==> src/rtl/draw_rect_ctl_pkg.sv <==
// draw_rect_ctl_pkg
// Shared types and constants for the bouncing-rectangle controller:
// motion state enum, rectangle/screen geometry and a saturating subtract.
package draw_rect_ctl_pkg;

    localparam int RECT_WIDTH  = 48;
    localparam int RECT_HEIGHT = 64;
    localparam int H           = 1024;
    localparam int V           = 768;

    typedef enum logic [1:0] {
        FOLLOW = 2'd0,
        FALL   = 2'd1,
        RISE   = 2'd2,
        REST   = 2'd3
    } state_t;

    // a - b, clamped at zero instead of wrapping.
    function automatic logic [11:0] sat0_sub(input logic [11:0] a, input logic [11:0] b);
        return (a > b) ? (a - b) : 12'd0;
    endfunction

endpackage

==> src/rtl/draw_rect_ctl_tick_gen.sv <==
// tick_gen
// Free-running counter 0..TICK_CYCLES-1; tick is high for the one cycle
// in which the count sits at TICK_CYCLES-1, after which it wraps to 0.
// Ports:
//   clk  - system clock
//   rst  - synchronous active-high reset (count -> 0)
//   tick - one-cycle motion-update strobe
module tick_gen #(
    parameter int TICK_CYCLES = 65000
) (
    input  logic clk,
    input  logic rst,
    output logic tick
);

    localparam int CW = (TICK_CYCLES > 1) ? $clog2(TICK_CYCLES) : 1;
    localparam logic [CW-1:0] LAST = CW'(TICK_CYCLES - 1);

    logic [CW-1:0] cnt;

    assign tick = (cnt == LAST);

    always_ff @(posedge clk) begin
        if (rst)       cnt <= '0;
        else if (tick) cnt <= '0;
        else           cnt <= cnt + 1'b1;
    end

endmodule

==> src/rtl/draw_rect_ctl.sv <==
// draw_rect_ctl
// Positions a rectangle: follows the mouse until a left click, then drops it
// under gravity, bouncing off BOTTOM_Y with 3/4 of the impact speed until the
// impact speed is too small, where it rests until the next click.
// Ports:
//   clk, rst           - clock, synchronous active-high reset
//   mouse_left         - left button level (synchronous to clk)
//   mouse_xpos/ypos    - mouse position, pixels
//   xpos/ypos          - registered rectangle position for draw_rect
module draw_rect_ctl
    import draw_rect_ctl_pkg::*;
#(
    parameter int TICK_CYCLES  = 65000,
    parameter int GRAVITY      = 1,
    parameter int BOTTOM_Y     = 704,
    parameter int MIN_BOUNCE_V = 2
) (
    input  logic        clk,
    input  logic        rst,
    input  logic        mouse_left,
    input  logic [11:0] mouse_xpos,
    input  logic [11:0] mouse_ypos,
    output logic [11:0] xpos,
    output logic [11:0] ypos
);

    localparam logic [11:0] G   = 12'(GRAVITY);
    localparam logic [11:0] BY  = 12'(BOTTOM_Y);
    localparam logic [11:0] MBV = 12'(MIN_BOUNCE_V);

    state_t      state, state_nxt;
    logic [11:0] v, v_nxt, xpos_nxt, ypos_nxt;
    logic        mouse_left_d, click, tick;

    logic [12:0] sum;       // 13 bits so ypos+v+G cannot wrap past the floor test
    logic [11:0] vi, bounce_v;
    logic        impact;

    tick_gen #(.TICK_CYCLES(TICK_CYCLES)) u_tick (
        .clk  (clk),
        .rst  (rst),
        .tick (tick)
    );

    assign click    = mouse_left & ~mouse_left_d;
    assign sum      = {1'b0, ypos} + {1'b0, v} + {1'b0, G};
    assign vi       = v + G;
    assign impact   = (sum >= {1'b0, BY});
    assign bounce_v = vi - (vi >> 2);

    // State and datapath registers
    always_ff @(posedge clk) begin
        if (rst) begin
            state        <= FOLLOW;
            xpos         <= '0;
            ypos         <= '0;
            v            <= '0;
            mouse_left_d <= 1'b0;
        end else begin
            state        <= state_nxt;
            xpos         <= xpos_nxt;
            ypos         <= ypos_nxt;
            v            <= v_nxt;
            mouse_left_d <= mouse_left;
        end
    end

    // Next-state
    always_comb begin
        state_nxt = state;
        case (state)
            FOLLOW: if (click) state_nxt = FALL;
            FALL:   if (tick && impact) state_nxt = (vi < MBV) ? REST : RISE;
            RISE:   if (tick && (v <= G)) state_nxt = FALL;
            REST:   if (click) state_nxt = FOLLOW;
            default: state_nxt = FOLLOW;
        endcase
    end

    // Datapath next values; everything holds unless the state's rule fires
    always_comb begin
        xpos_nxt = xpos;
        ypos_nxt = ypos;
        v_nxt    = v;
        case (state)
            FOLLOW: begin
                xpos_nxt = mouse_xpos;
                ypos_nxt = (mouse_ypos > BY) ? BY : mouse_ypos;
                v_nxt    = '0;
            end
            FALL: if (tick) begin
                if (impact) begin
                    ypos_nxt = BY;
                    v_nxt    = (vi < MBV) ? 12'd0 : bounce_v;
                end else begin
                    ypos_nxt = sum[11:0];
                    v_nxt    = vi;
                end
            end
            RISE: if (tick) begin
                if (v <= G) begin
                    v_nxt = '0;
                end else begin
                    ypos_nxt = sat0_sub(ypos, v);
                    v_nxt    = v - G;
                end
            end
            default: ;
        endcase
    end

endmodule

==> config.mk <==
export PLATFORM = sky130hd
export DESIGN_NAME = draw_rect_ctl
export DESIGN_NICKNAME = d
export VERILOG_FILES = /design/src/rtl/draw_rect_ctl_pkg.sv /design/src/rtl/draw_rect_ctl_tick_gen.sv /design/src/rtl/draw_rect_ctl.sv
export SDC_FILE = /design/constraint.sdc
export NUM_CORES = 1
export LEC_CHECK = 0
export CORE_MARGIN = 4
export CORE_UTILIZATION = 30
export DETAILED_ROUTE_END_ITERATION = 16
export PLACE_DENSITY = 0.44
export SYNTH_ARGS = -nofsm -noshare
export SYNTH_HDL_FRONTEND = slang
export SYNTH_SLANG_ARGS = --single-unit
==> constraint.sdc <==
create_clock -name clk -period 7.9 [get_ports clk]
set_input_delay 1.58 -clock clk [delete_from_list [all_inputs] [get_ports clk]]
set_output_delay 1.58 -clock clk [all_outputs]
set_load 0.05 [all_outputs]
==> results of run 1 <==
synth_stat cells, drive strengths merged, types with 14 or more instances:
library cell,number,area share
a21oi,46,0.043
buf,20,0.023
clkbuf,26,0.035
dfxtp,55,0.20
ha,37,0.086
inv,34,0.024
mux2i,14,0.027
nand2,60,0.042
nand3,28,0.029
nor2,77,0.054
nor3,18,0.018
o21ai,44,0.041
o22ai,14,0.017
xnor2,31,0.052
xor2,17,0.028
where the power goes:
group | internal [mW] | total, mW | switching, mW
registers | 0.290 | 0.305 | 0.0144
clock network | 0.124 | 0.255 | 0.132
logic | 0.0949 | 0.253 | 0.158
path summary, 6_finish.rpt:
path	startpoint	endpoint	slack (ns)	cells after the start
worst min register to register	u_tick.cnt[14]	u_tick.cnt[14]	0.48	2
worst max-delay path	v[6]	ypos[4]	2.71	11
worst min-delay path	u_tick.cnt[14]	u_tick.cnt[14]	0.48	2
worst max register to register	v[6]	ypos[4]	2.71	11
per-stage QoR:
| stage | hold slack [ns] | worst slack, ns | std cells | utilization | area (um^2) |
|---|---|---|---|---|---|
| 2_1_floorplan | 0.442 | 4.49 | 706 | - | 5400 |
| 3_3_place_gp | 0.467 | 3.11 | 942 | 0.339 | 5920 |
| 3_5_place_dp | 0.477 | 2.87 | 942 | 0.339 | 5920 |
| 4_1_cts | 0.490 | 2.85 | 950 | 0.348 | 6080 |
| 5_1_grt | 0.530 | 2.25 | 950 | 0.348 | 6080 |
| 6_report | 0.483 | 2.71 | 950 | 0.348 | 6080 |
sequential cells by signal (all words and copies together), names as in the netlist:
register / flops
u_tick.cnt: 16
mouse_left_d: 1
v: 12
xpos: 12
ypos: 12
state: 2
critical path, delay by kind of cell (launching register included):
kind | cells | cell delay, ns
buf+inv | 1 | 0.52
fa+ha+maj | 1 | 0.64
simple gates | 2 | 1.02
flops | 1 | 0.92
compound gates | 7 | 2.00
cell families (layout without fill, tap and decap cells):
| group | after synthesis | after routing | share of synthesized area |
|---|---|---|---|
| AOI/OAI and AO/OA | 210 | 210 | 0.271 |
| xor gates and xnor gates | 48 | 48 | 0.0793 |
| adders and majority gates | 39 | 39 | 0.0932 |
| buffers and inverters | 81 | 100 | 0.0818 |
| DFF | 55 | 55 | 0.204 |
| muxes | 16 | 16 | 0.0308 |
| and+or+nand+nor | 257 | 257 | 0.240 |
final cells by class:
cell class | count | area [um^2] | area share
clock buffer | 5 | 125 | 0.0206
inverter | 35 | 131 | 0.0216
multi-input combinational | 570 | 3860 | 0.634
tap | 225 | 282 | 0.0463
sequential | 55 | 1100 | 0.181
timing repair buffer | 57 | 553 | 0.0910
clock inverter | 3 | 31.3 | 0.00515
metal layers:
| layer | track usage | vias to the layer above | wire (um) |
|---|---|---|---|
| met4 | 0.0652 | 0 | 503 |
| met3 | 0.0171 | 33 | 542 |
| met1 | 0.238 | 2617 | 8450 |
| li1 | - | 2624 | - |
| met2 | 0.304 | 126 | 8550 |
| met5 | 0 | - | 0 |
==> flow_metrics.py, run 1 <==
metrics = {
    "status": {
        "outcome": "complete, no violations",
    },
    "sta": {
        "grt_setup_unrepaired": "false",
        "fin_tns_setup_ns": 0,
        "finalHoldViolations": 0,
        "period_minus_slack_ns": 5.19,
        "timing.final.crit_share": 0.657,
        "relSlewSlack": 0.304,
        "report.final.slew_viol_count": 0,
        "worst_slew_pin_slew_ns": 1.04,
        "setup_viol": 0,
        "finClkSkew_ns": 0.00420,
        "fmax_mhz": 193,
    },
    "hold_path": {
        "min_path_type": "reg -> reg",
    },
    "cts": {
        "cts-root-buf": "clkbuf_16",
        "cts_setup_buffers": 0,
        "tritoncts": "built",
        "clockBufferDepth": 2,
        "htree_levels": 2,
        "clk_pin_slew_worst_paths_ns": 0.08,
        "cts_resized": 0,
        "cts.sinks": 55,
        "cts_made_buffers": 5,
        "insertion_delay_ns": 0.32,
        "hold_buffers": 0,
    },
    "worst_setup_path": {
        "worst_path_max_delay_cell": "dfxtp_1",
        "crit_chain": "clkinv_1 > ha_1 > nor2_1 > a211oi_1 > o21ba_1 > a21oi_1 > o2bb2ai_1 > nand4_1 > o32ai_1 > o22ai_1 > a21oi_1",
        "cp_common_cell": "a21oi_1",
        "cp_max_fo": 23,
        "worstSetupStartpointType": "flip-flop",
        "slowest_delay_ns": 0.92,
        "endpoint_kind": "flip-flop",
        "cp.arrival_ns": 5.44,
        "worst_ep_required_time_ns": 8.15,
        "path_class": "reg -> reg",
    },
    "global_route": {
        "grt_overflow": 0,
        "grt_pass1_wl_mm": 29.1,
        "antenna_found_initial": 0,
        "grt_pass1_vias": 5382,
        "track_usage": 0.180,
        "grt_max_degree": 29,
    },
    "pwr": {
        "power.total_uw": 813,
        "irDropWorstVdd_mv": 0.0819,
        "p_leak_nw": 2.34,
        "powerDensity_mw_per_mm2": 134,
    },
    "floorplan": {
        "fp.dieArea_mm2": 0.0202,
        "die_h_um": 142,
        "core_mm2": 0.0175,
        "die_w_um": 142,
        "num_io_pins": 51,
        "start_util": 0.309,
        "row_count": 48,
    },
    "yosys": {
        "synth_ff_type": "dfxtp_1",
        "ys.warnings.count": 0,
        "synth_seq_cells": 55,
        "synth_seq_area_share": 0.204,
        "syn_area_per_cell_um2": 7.65,
        "synth_cells": 706,
        "syn_nets": 772,
        "synth_edf_count": 0,
        "syn_area_mm2": 0.00540,
        "ys_async_sr_fraction": 0,
        "synth_cell_types": 93,
    },
    "place": {
        "dpl.hpwl_mm": 13.7,
        "finalWeightedCongestion": 0.888,
        "portBuffers": 50,
    },
    "routing": {
        "first_pass_iters": 8,
        "ant_nets": 0,
        "drt-total-wl_mm": 18.0,
        "drt_iter0_markers": 408,
        "routed_via_density": 5.68,
        "drc_errors": 0,
        "routedWlPerCell_um": 19.0,
        "vias": 5400,
    },
    "final_layout": {
        "layout_commonest_cell": "nor2_1",
        "most-common-layout-cells": "76 x nor2_1, 60 x nand2_1, 55 x dfxtp_1",
        "antenna_cells": 0,
        "nFillCells": 1858,
        "finalNetCount": 790,
        "drive_gt1_frac": 0.0662,
        "syn_to_final_growth_pct": 12.6,
    },
    "run": {
        "cap_violations": 0,
    },
}
Note: power is estimated with default switching activity, not from simulation.
==> run 2: changes to the inputs <==
clock period = 4.95 ns   (was 7.9 ns; I/O delays follow)
==> flow_metrics.py, run 2 (synthesis gave the netlist of run 1 again) <==
metrics = {
    "hold_path": {
        "hp-start": "u_tick.cnt[14]",
        "holdPathEnd": "u_tick.cnt[14]",
        "min_path_type": "reg -> reg",
        "holdPathStages": 2,
    },
    "run": {
        "cap_violations": 0,
    },
    "floorplan": {
        "num_io_pins": 51,
        "start_util": 0.309,
        "die_w_um": 142,
        "row_count": 48,
        "fp.dieArea_mm2": 0.0202,
        "die_h_um": 142,
        "core_mm2": 0.0175,
    },
    "pwr": {
        "irDropWorstVdd_mv": 0.138,
        "powerDensity_mw_per_mm2": 210,
        "clkPwrFrac": 0.309,
        "p_leak_nw": 2.36,
        "power_frac_comb": 0.313,
        "p_int_uw": 808,
        "p_switching_uw": 475,
        "netSwitchingFraction": 0.370,
        "sequentialPowerShare": 0.378,
    },
    "worst_setup_path": {
        "crit_chain": "inv_1 > ha_1 > inv_1 > fa_1 > nor2b_1 > o211ai_1 > a31oi_1 > a221oi_2 > mux2i_2 > nand4_1 > buf_4 > o32a_1 > o31ai_1 > o2bb2ai_1",
        "r2r_slack_ns": 0.80,
        "r2r_end": "v[6]",
        "r2r-start": "v[0]",
        "startpoint": "v[0]",
        "slowest_delay_ns": 0.47,
        "cp_max_fo": 15,
        "path_class": "reg -> reg",
        "endpoint_kind": "flip-flop",
        "crit_buf_inv": 3,
        "worst_ep_required_time_ns": 5.20,
        "worstSetupStartpointType": "flip-flop",
        "cp.arrival_ns": 4.39,
        "worst_path_max_delay_cell": "dfxtp_1",
        "cpLargestDelayFamily": "compound AO/OA/AOI/OAI gates",
        "cp_common_cell": "inv_1",
        "worstRegToRegCells": 14,
    },
    "sta": {
        "finalHoldViolations": 0,
        "worst_slew_pin_slew_ns": 0.820,
        "relSlewSlack": 0.453,
        "report.final.slew_viol_count": 0,
        "grt_setup_unrepaired": "false",
        "fin_tns_setup_ns": 0,
        "finClkSkew_ns": 0.0113,
        "period_minus_slack_ns": 4.15,
        "setup_viol": 0,
        "fmax_mhz": 241,
        "timing.final.crit_share": 0.838,
        "timing.final.ws_setup_ns": 0.803,
    },
    "global_route": {
        "grt_pass1_vias": 5285,
        "grt_max_degree": 28,
        "track_usage": 0.177,
        "grt_pass1_wl_mm": 28.7,
        "grt_overflow": 0,
        "antenna_found_initial": 0,
    },
    "cts": {
        "htree_levels": 2,
        "cts.sinks": 55,
        "hold_buffers": 0,
        "cts_setup_buffers": 0,
        "cts-root-buf": "clkbuf_16",
        "clk_pin_slew_worst_paths_ns": 0.09,
        "cts_made_buffers": 5,
        "insertion_delay_ns": 0.32,
        "clockBufferDepth": 2,
        "cts_resized": 0,
        "tritoncts": "built",
    },
    "routing": {
        "first_pass_iters": 5,
        "drt-total-wl_mm": 17.8,
        "met3_length_um": 786,
        "routed_via_density": 5.66,
        "drc_errors": 0,
        "routedWlPerCell_um": 18.7,
        "top_layer": "met4",
        "ant_nets": 0,
        "vias": 5401,
        "wl_met2_mm": 8.29,
        "met1_length_mm": 8.14,
        "drt_iter0_markers": 411,
    },
    "place": {
        "dpl.hpwl_mm": 13.7,
        "dp.cells": 946,
        "portBuffers": 50,
        "post-place-ws_ns": 0.874,
        "place_area_mm2": 0.00595,
        "finalWeightedCongestion": 0.859,
    },
    "final_layout": {
        "syn_to_final_growth_pct": 13.1,
        "largest_reg_flops": 16,
        "top_register": "u_tick.cnt",
        "most-common-layout-cells": "76 x nor2_1, 60 x nand2_1, 55 x dfxtp_1",
        "finalNetCount": 794,
        "nFillCells": 1848,
        "layout_commonest_cell": "nor2_1",
        "postLayoutCellArea_mm2": 0.00611,
        "instances_no_fill": 954,
        "antenna_cells": 0,
        "fin_util": 0.349,
        "drive_gt1_frac": 0.0713,
    },
    "status": {
        "outcome": "complete, no violations",
    },
}
==> run 2: changes by cell type in the layout (fill, tap and decap cells not counted), sizes merged <==
cell,previous run,this run
clkinv,2,1
buf,7,11
clkinvlp,0,1
==> run 2: final cells by class <==
cell class / count / area [um^2] / share of cell area
clock inverter: 3 / 27.5 / 0.00451
timing repair buffer: 61 / 583 / 0.0955
tap: 225 / 282 / 0.0461
multi-input combinational: 570 / 3860 / 0.632
sequential: 55 / 1100 / 0.180
inverter: 35 / 131 / 0.0215
clock buffer: 5 / 125 / 0.0205
==> run 2: layer usage <==
metal | track usage | vias up
met1 | 0.239 | 2566
met2 | 0.282 | 164
li1 | - | 2628
met3 | 0.0255 | 43
met4 | 0.0783 | 0
met5 | 0 | -
==> run 2: tightest hold or removal path: cells and delay by family (launching register included) <==
kind | cells | cell delay (ns)
flip-flops | 1 | 0.33
AND/OR/NAND/NOR | 1 | 0.06
AO/OA/AOI/OAI | 1 | 0.05
==> run 2: worst max path at each step <==
| stage | to | slack, ns | cells past startpoint |
|---|---|---|---|
| 2_1_floorplan | ypos[4] | 1.65 | 14 |
| 3_3_place_gp | v[6] | 1.01 | 14 |
| 3_5_place_dp | v[6] | 0.87 | 14 |
| 4_1_cts | v[6] | 0.82 | 14 |
| 5_1_grt | v[6] | 0.52 | 14 |
| 6_report | v[6] | 0.80 | 14 |
==> run 2: per-stage QoR <==
step	total power, mW	hold WS (ns)
3_5_place_dp	0.896	0.477
6_report	1.28	0.488
2_1_floorplan	0.766	0.442
4_1_cts	1.30	0.494
5_1_grt	1.36	0.518
3_3_place_gp	0.898	0.470
==> run 2: power by group through the flow <==
stage	clock (mW)	combinational, mW	sequential [mW]
after floorplan	0	0.218	0.548
after CTS	0.412	0.403	0.486
final	0.396	0.401	0.485
after detailed placement	0	0.400	0.496
after global placement	0	0.402	0.496
after global routing	0.432	0.438	0.489
